$ cat src/rtl/receptor_morse.sv
// Morse receiver: times marks/gaps of a keyed line and decodes dot/dash groups to ASCII.
// Latency: 2-cycle input sync; char strobe 1 cycle after the 2*UNIDAD-th gap cycle, space after the 5*UNIDAD-th.
// Backpressure: none; every valido strobe must be consumed by downstream logic.
module receptor_morse #(
  parameter int unsigned UNIDAD     = 5_000_000,
  parameter int unsigned ANCHO_CONT = 28
) (
  input  logic       clk,
  input  logic       rst_n,
  input  logic       linea,
  output logic [7:0] caracter,
  output logic       valido,
  output logic       error
);

  localparam logic [ANCHO_CONT-1:0] UMBRAL_RAYA = ANCHO_CONT'(2 * UNIDAD);
  localparam logic [ANCHO_CONT-1:0] UMBRAL_PAL  = ANCHO_CONT'(5 * UNIDAD);
  localparam logic [ANCHO_CONT-1:0] CONT_MAX    = '1;

  typedef enum logic [1:0] {REPOSO, MARCA, HUECO, FIN_LETRA} estado_t;

  logic                  sinc1_q, sinc2_q, linea_s;
  logic                  nivel_q;
  logic [ANCHO_CONT-1:0] cont_q, run;
  estado_t               estado_q, estado_d;
  logic [4:0]            patron_q, patron_d;
  logic [2:0]            n_q, n_d;
  logic                  desb_q, desb_d;
  logic                  emite_car, emite_esp;
  logic [7:0]            letra, cod;
  logic                  cod_err;
  logic [7:0]            caracter_q;
  logic                  valido_q, error_q;

  assign linea_s = sinc2_q;

  // Two-flop synchronizer for the asynchronous keyed line.
  always_ff @(posedge clk or negedge rst_n) begin
    if (!rst_n) begin
      sinc1_q <= 1'b0;
      sinc2_q <= 1'b0;
    end else begin
      sinc1_q <= linea;
      sinc2_q <= sinc1_q;
    end
  end

  // Length of the current run including this cycle; restarts at 1 on a level change, saturates.
  always_comb begin
    if (linea_s != nivel_q)   run = ANCHO_CONT'(1);
    else if (cont_q == CONT_MAX) run = cont_q;
    else                      run = cont_q + ANCHO_CONT'(1);
  end

  // Run-length counter; cont_q holds the number of completed cycles at level nivel_q.
  always_ff @(posedge clk or negedge rst_n) begin
    if (!rst_n) begin
      nivel_q <= 1'b0;
      cont_q  <= '0;
    end else begin
      nivel_q <= linea_s;
      cont_q  <= run;
    end
  end

  // Next-state logic: element classification, element accumulation and emission triggers.
  always_comb begin
    estado_d  = estado_q;
    patron_d  = patron_q;
    n_d       = n_q;
    desb_d    = desb_q;
    emite_car = 1'b0;
    emite_esp = 1'b0;
    case (estado_q)
      REPOSO: begin
        if (linea_s) estado_d = MARCA;
      end
      MARCA: begin
        // cont_q is the full mark length when the first low cycle shows up.
        if (!linea_s) begin
          if (n_q < 3'd5) begin
            patron_d = {patron_q[3:0], (cont_q >= UMBRAL_RAYA)};
            n_d      = n_q + 3'd1;
          end else begin
            desb_d = 1'b1;
          end
          estado_d = HUECO;
        end
      end
      HUECO: begin
        if (!linea_s && run == UMBRAL_RAYA) begin
          emite_car = 1'b1;
          patron_d  = '0;
          n_d       = '0;
          desb_d    = 1'b0;
          estado_d  = FIN_LETRA;
        end else if (linea_s) begin
          estado_d = MARCA;
        end
      end
      FIN_LETRA: begin
        if (!linea_s && run == UMBRAL_PAL) begin
          emite_esp = 1'b1;
          estado_d  = REPOSO;
        end else if (linea_s) begin
          estado_d = MARCA;
        end
      end
      default: estado_d = REPOSO;
    endcase
  end

  // State and element registers.
  always_ff @(posedge clk or negedge rst_n) begin
    if (!rst_n) begin
      estado_q <= REPOSO;
      patron_q <= '0;
      n_q      <= '0;
      desb_q   <= 1'b0;
    end else begin
      estado_q <= estado_d;
      patron_q <= patron_d;
      n_q      <= n_d;
      desb_q   <= desb_d;
    end
  end

  // ITU decode table; letra stays 0 for unassigned patterns, which then become '?'.
  always_comb begin
    letra = 8'h00;
    case (n_q)
      3'd1: letra = patron_q[0] ? "T" : "E";
      3'd2: case (patron_q[1:0])
              2'b00: letra = "I";
              2'b01: letra = "A";
              2'b10: letra = "N";
              2'b11: letra = "M";
            endcase
      3'd3: case (patron_q[2:0])
              3'b000: letra = "S";
              3'b001: letra = "U";
              3'b010: letra = "R";
              3'b011: letra = "W";
              3'b100: letra = "D";
              3'b101: letra = "K";
              3'b110: letra = "G";
              3'b111: letra = "O";
            endcase
      3'd4: case (patron_q[3:0])
              4'b0000: letra = "H";
              4'b0001: letra = "V";
              4'b0010: letra = "F";
              4'b0100: letra = "L";
              4'b0110: letra = "P";
              4'b0111: letra = "J";
              4'b1000: letra = "B";
              4'b1001: letra = "X";
              4'b1010: letra = "C";
              4'b1011: letra = "Y";
              4'b1100: letra = "Z";
              4'b1101: letra = "Q";
              default: letra = 8'h00;
            endcase
      3'd5: case (patron_q)
              5'b01111: letra = "1";
              5'b00111: letra = "2";
              5'b00011: letra = "3";
              5'b00001: letra = "4";
              5'b00000: letra = "5";
              5'b10000: letra = "6";
              5'b11000: letra = "7";
              5'b11100: letra = "8";
              5'b11110: letra = "9";
              5'b11111: letra = "0";
              default:  letra = 8'h00;
            endcase
      default: letra = 8'h00;
    endcase
    cod     = 8'h3F;
    cod_err = 1'b1;
    if (!desb_q && letra != 8'h00) begin
      cod     = letra;
      cod_err = 1'b0;
    end
  end

  // Registered outputs: caracter holds between emissions, error only accompanies a strobe.
  always_ff @(posedge clk or negedge rst_n) begin
    if (!rst_n) begin
      caracter_q <= 8'h00;
      valido_q   <= 1'b0;
      error_q    <= 1'b0;
    end else begin
      valido_q <= emite_car | emite_esp;
      error_q  <= 1'b0;
      if (emite_car) begin
        caracter_q <= cod;
        error_q    <= cod_err;
      end else if (emite_esp) begin
        caracter_q <= 8'h20;
      end
    end
  end

  assign caracter = caracter_q;
  assign valido   = valido_q;
  assign error    = error_q;

endmodule

$ cat config.mk
export PLATFORM = sky130hd
export DESIGN_NAME = receptor_morse
export DESIGN_NICKNAME = d
export VERILOG_FILES = /design/src/rtl/receptor_morse.sv
export SDC_FILE = /design/constraint.sdc
export NUM_CORES = 1
export LEC_CHECK = 0
export BUFFER_PORTS_ARGS = -buffer_cell sky130_fd_sc_hd__buf_2
export CAP_MARGIN = 20
export CORE_MARGIN = 4
export CORE_UTILIZATION = 57
export CTS_CLUSTER_DIAMETER = 30
export DETAILED_ROUTE_END_ITERATION = 10
export PLACE_DENSITY = 0.78
export SLEW_MARGIN = 20
export SYNTH_ARGS = -nofsm -noshare
export SYNTH_HDL_FRONTEND = slang
export SYNTH_SLANG_ARGS = --single-unit
$ cat constraint.sdc
create_clock -name clk -period 3.7 [get_ports clk]
set_input_delay 0.37 -clock clk [delete_from_list [all_inputs] [get_ports clk]]
set_output_delay 0.37 -clock clk [all_outputs]
set_load 0.005 [all_outputs]
==> results by group, run 1 <==
Status
  – Outcome: finished with violations
  – Failing checks: hold timing

Die
  – Initial Util: 0.6012
  – Core area: 0.006061 sq mm
  – Total die area: roughly 0.0077 sq mm
  – Die Wd: roughly 90 um
  – IO Pins: 13
  – Chip height: 87.95 um
  – Row count: 28

STA
  – RSZ-0062 raised after global routing: no
  – Fmax: 285.4 MHz
  – Slew HR: 0.4050
  – Clock skew: 0.007138 ns
  – Worst-margin pin slew: ~0.89 ns
  – Final Hold Viols: 12
  – Final-report max-slew violation count: 0
  – Final min period: about 3.5 ns
  – Final hold slack: -0.01079 ns
  – Final period util: 0.9468
  – TNS Setup: 0 ns
  – Final setup viols: 0

Drt
  – Initial detailed-routing violation count: roughly 350
  – WL/cell: 17.81 um
  – Detailed-route wire length: between 9000 and 10,000 um
  – DRT Pass-1 Iters: 5
  – Post-DRT Antenna Nets: 0
  – Vias/cell: 6.604
  – Via count: about 3,400
  – Remaining DRCs: 0

GRT
  – Antenna violations before repair: 0
  – Vias in the first global route: just over 3,000
  – Grt total ovfl: 0
  – Overall Global Routing Usage: 0.2501
  – Global-route wire length before repair: ~15,000 um
  – Pin count of the biggest net entering global routing: 32

Worst setup path
  – Worst EP required: roughly 4 ns
  – WP data arrival: 3.70 ns
  – Worst Path Class, Setup: flip-flop to flip-flop
  – Critical Path Start Type: flip-flop
  – CP max FO: 9
  – R2R depth: 10
  – Crit. End Element: flip-flop

Min path
  – Worst Hold Class: input pin to asynchronous set/reset pin

Power and ir drop
  – P_sw: 0.5116 mW
  – Pwr Density: 353.9 mW/mm^2
  – Pint: 0.8873 mW
  – Final Power: 1.399 mW
  – Peak VDD IR: 295.3 uV
  – Clock Power Share: 0.243
  – Sequential share of power: 0.454
  – Leak pwr: 1.701 nW
  – Comb power frac: 0.303
  – Sw Ratio: 0.3657

Clock tree
  – Worst-Skew Late Latency: between 0.3 and 0.4 ns
  – Clock sink count: slightly above 50
  – H-tree depth: 2
  – Clock Path Buffers: 2
  – Clock Pin Slew Worst Setup and Hold Paths: 0.10 ns
  – TritonCTS clock tree: built
  – CTS Hold Buffers Added: 0
  – CTS Buf Count: 5
  – Post-CTS setup buffers: 0
  – Root Buffer: clkbuf_8

Synth
  – Ys async rst share: 1.000
  – Mapped Area: ~0.0036 sq mm
  – Sequential share of the synthesized area: 0.3503
  – Cell variety after synth: 70
  – Dominant synthesized flop cell: dfrtp_1
  – Number of register bits inferred by synthesis: 51
  – Mean Syn Cell Area: 8.675 sq um
  – Gate Count Post-Synth: 420
  – Ys Warns: 0
  – Net Count, Synth: 440
  – Post-synth EDFFs: 0

Final layout
  – Share of cells above drive strength 1: 0.1301
  – Nets@finish: 457
  – Ant diodes: 0
  – Fin cells: 513
  – Area Overhead vs Synth: 8.482%

Place
  – GPL Wtd Cong: roughly 0.97
  – Buffers on Ports: 11
  – Detailed Place HPWL: 6713 um
  – Placed cells: approximately 510

Job
  – Max-capacitance violation count: 0
power groups by stage:
stage | Sequential (mW) | Combinational [mW] | Clock (mW)
finish | 0.636 | 0.424 | 0.339
global route | 0.641 | 0.474 | 0.374
CTS | 0.634 | 0.413 | 0.349
detailed placement | 0.645 | 0.409 | 0
global placement | 0.643 | 0.398 | 0
floorplan | 0.623 | 0.315 | 0
sequential cells by signal, indices dropped and copies added, names as in the netlist:
register  count
patron_q      5
cont_q       28
caracter      7
sinc1_q       1
desb_q        1
error         1
valido        1
n_q           3
nivel_q       1
linea_s       1
estado_q      2
cell families after synthesis:
group           count (synthesis)  share of synthesized area
compound gates                 95                     0.1848
simple gates                  189                     0.2795
flops                          51                     0.3503
buf+inv                        35                    0.04052
other cells                     1                   0.001029
mux                            15                    0.04464
xor+xnor                       17                    0.04086
fa+ha+maj                      17                    0.05838
worst paths after layout:
path | start | slack [ns] | end
min in group clk | linea | 0.16 | sinc1_q
max in group asynchronous | rst_n | 2.96 | cont_q[21]
worst min-delay path | rst_n | -0.01 | cont_q[8]
worst max-delay path | cont_q[0] | 0.20 | patron_q[3]
worst min register to register | sinc1_q | 0.36 | linea_s
worst max register to register | cont_q[0] | 0.20 | patron_q[3]
per-layer routing:
metal	routed length, um	global-route usage	up-vias
met2	4019	0.3774	146
met4	137	0.05579	0
li1	-	-	1589
met1	4406	0.3870	1638
met5	0	0	-
met3	573	0.02728	15
stage by stage:
step / setup slack, ns / util / instance area (sq um)
2_1_floorplan: 0.2739 / - / 3643
3_3_place_gp: 0.2288 / 0.6342 / 3844
3_5_place_dp: 0.1367 / 0.6342 / 3844
4_1_cts: 0.1072 / 0.6501 / 3940
5_1_grt: 0.009861 / 0.6521 / 3953
6_report: 0.1967 / 0.6521 / 3953
repair_timing:
action                                  CTS  global route
endpoints found under the setup margin    0            12
endpoints found under the hold margin     0             0
resized for setup                         0             3
cell usage in the layout (no fill, tap or decap), drive strengths merged, types with 11 or more instances in the layout:
cell / n
o21ai: 20
a21oi: 19
dfrtp: 51
a31oi: 11
nand2: 37
mux2i: 11
buf: 28
nand3: 21
inv: 19
nor2: 44
nor4: 11
ha: 17
nor3: 20
critical path: stages, from the launching register on:
cell	delay, ns
dfrtp_1	0.43
ha_1	0.20
nand3_1	0.16
or4_4	0.62
nor2_1	0.20
a31oi_1	0.11
a311o_1	0.39
a2111oi_4	0.42
nand3_4	0.19
a21o_1	0.34
mux2_4	0.35
cell usage after synthesis, drive strengths merged (3+ instances only):
library cell,number,area (sq um)
o41ai,4,42.55
mux2,4,52.55
nand2b,6,37.54
nor4,11,75.07
nor3,20,100.1
clkbuf,11,41.29
nand2,37,146.4
a21o,6,45.04
a21oi,19,95.09
and2,6,37.54
nor2,44,167.7
nor2b,4,25.02
a2111oi,3,46.30
xnor2,10,87.58
nand4,10,62.56
and4,6,52.55
or3,5,36.28
a31oi,11,68.82
inv,17,63.81
ha,17,212.7
o21ai,20,100.1
or4,4,33.78
xor2,7,61.31
mux2i,11,110.1
nand3,21,132.6
buf,7,42.54
dfrtp,51,1276
a211oi,5,37.54
o2111ai,3,26.28
and3,7,43.79
area by class of cell:
type / instances / area [sq um]
fillers: 502 / 2108
flip-flops and latches: 51 / 1276
clock buffers: 5 / 68.82
repair buffers: 28 / 182.7
inverters: 17 / 63.81
clock inverters: 3 / 27.53
well taps: 75 / 93.84
multi-input cells: 334 / 2240
No activity file was read; power rests on OpenSTA's default activity.
==> inputs of run 2 (changes only) <==
Settings changed: PLACE_DENSITY 0.78 to 0.76.
==> results by group, run 2 (same netlist as run 1, synthesis figures left out) <==
Status
  – Outcome: completed

GRT
  – Grt total ovfl: 0
  – Global-route wire length before repair: 15,690 um
  – Pin count of the biggest net entering global routing: 52
  – Overall Global Routing Usage: 0.2549
  – Vias in the first global route: around 3,100
  – Antenna violations before repair: 0

STA
  – Fmax: 286.1 MHz
  – Final setup viols: 0
  – Final Hold Viols: 0
  – Clock skew: 0.005947 ns
  – RSZ-0062 raised after global routing: no
  – Final period util: 0.9447
  – TNS Setup: 0 ns
  – Final hold slack: 0.1348 ns
  – Setup ws final: 0.2045 ns
  – Final-report max-slew violation count: 0
  – Final min period: around 3.5 ns
  – Worst-margin pin slew: 0.7360 ns
  – Slew HR: 0.5048

Final layout
  – Final core area utilization: 0.6495
  – Most common cell after layout, fill and taps aside: dfrtp_1
  – Most frequent cells in the layout: 51 x dfrtp_1, 43 x nor2_1, 36 x nand2_1
  – Design area: 0.003936 sq mm
  – Area Overhead vs Synth: 8.036%
  – Ant diodes: 0
  – Share of cells above drive strength 1: 0.1264
  – Number of flip-flops in the largest register: 28
  – Biggest register: cont_q
  – Nets@finish: roughly 450

Clock tree
  – Root Buffer: clkbuf_8
  – TritonCTS clock tree: built
  – Clock sink count: 51
  – CTS Buf Count: 5
  – CTS Hold Buffers Added: 0
  – Worst-Skew Late Latency: 0.31 ns
  – Clock Path Buffers: 2
  – H-tree depth: 2
  – Clock Pin Slew Worst Setup and Hold Paths: 0.10 ns

Job
  – Max-capacitance violation count: 0

Worst setup path
  – Flop-to-flop setup slack: 0.20 ns
  – Critical Path Start Type: flip-flop
  – R2R depth: 9
  – Worst Path Class, Setup: flip-flop to flip-flop
  – Crit. End Element: flip-flop
  – Worst EP required: 3.96 ns
  – Worst r2r src: cont_q[2]
  – Reg-to-reg endpoint: caracter[5]
  – CP max FO: 7
  – WP data arrival: 3.76 ns

Die
  – Die Wd: slightly below 90 um
  – Chip height: 87.95 um
  – Initial Util: 0.6012
  – IO Pins: 13
  – Core area: between 0.006 and 0.007 sq mm
  – Total die area: 0.007735 sq mm
  – Row count: 28

Place
  – Placed inst area: about 0.0038 sq mm
  – Detailed Place HPWL: approximately 6700 um
  – Dpl ws: 0.1461 ns
  – Buffers on Ports: 11
  – GPL Wtd Cong: 0.9666

Drt
  – Post-DRT Antenna Nets: 0
  – Via count: 3,352
  – Initial detailed-routing violation count: 293
  – Detailed-route wire length: ~9000 um
  – Remaining DRCs: 0
  – DRT Pass-1 Iters: 5
  – WL/cell: 17.72 um
  – Vias/cell: 6.573

Min path
  – Worst Hold Class: input pin to asynchronous set/reset pin

Power and ir drop
  – Pwr Density: 359.0 mW/mm^2
  – Peak VDD IR: roughly 240 uV
  – Leak pwr: roughly 1.7 nW
-- run 2: what timing repair did --
item,CTS,global route
resized for setup,0,3
setup buffers,0,1
setup endpoints to repair,0,14
-- run 2: report_power, final --
| part | total [mW] | switching [mW] | internal (mW) | leakage (nW) |
|---|---|---|---|---|
| logic | 0.426 | 0.261 | 0.165 | 0.951 |
| registers | 0.637 | 0.0533 | 0.584 | 0.686 |
| clock network | 0.350 | 0.209 | 0.141 | 0.0502 |
| total | 1.41 | 0.523 | 0.890 | 1.69 |
-- run 2: worst max-delay path by stage --
stage,from,end,slack (ns),cells after the start
2_1_floorplan,cont_q[0],patron_q[0],0.27,13
3_3_place_gp,cont_q[0],patron_q[0],0.28,10
3_5_place_dp,cont_q[0],patron_q[0],0.15,10
4_1_cts,cont_q[0],patron_q[0],0.12,10
5_1_grt,cont_q[0],patron_q[2],0.002,11
6_report,cont_q[2],caracter[5],0.20,9
-- run 2: area by class of cell --
class	instances	area, sq um
inverter	17	63.81
fill	520	2125
clock inverter	3	28.78
tap	75	93.84
sequential	51	1276
clock buffer	5	68.82
multi-input combinational	334	2245
timing repair buffer	25	160.2
-- run 2: metal layers --
layer | GRT usage | vias to the layer above | share of wire
met5 | 0 | - | 0
met4 | 0.06137 | 0 | 0.014
met3 | 0.04516 | 16 | 0.088
met2 | 0.3568 | 173 | 0.41
met1 | 0.4056 | 1586 | 0.48
li1 | - | 1577 | -
-- run 2: stage by stage --
step                total power [mW]  std cells
global placement               1.047        501
global route                   1.488        510
finish                         1.413        510
detailed placement             1.056        501
floorplan                     0.9378        420
CTS                            1.404        509
-- run 2: critical path, cell delays in order, from the launching register on --
cell     delay [ns]
dfrtp_1        0.48
nand4_1        0.36
or4_4          0.57
o21ai_0        0.33
and3b_1        0.22
or4b_2         0.61
nor3_1         0.21
nand3_1        0.16
o41ai_2        0.35
o21a_1         0.15
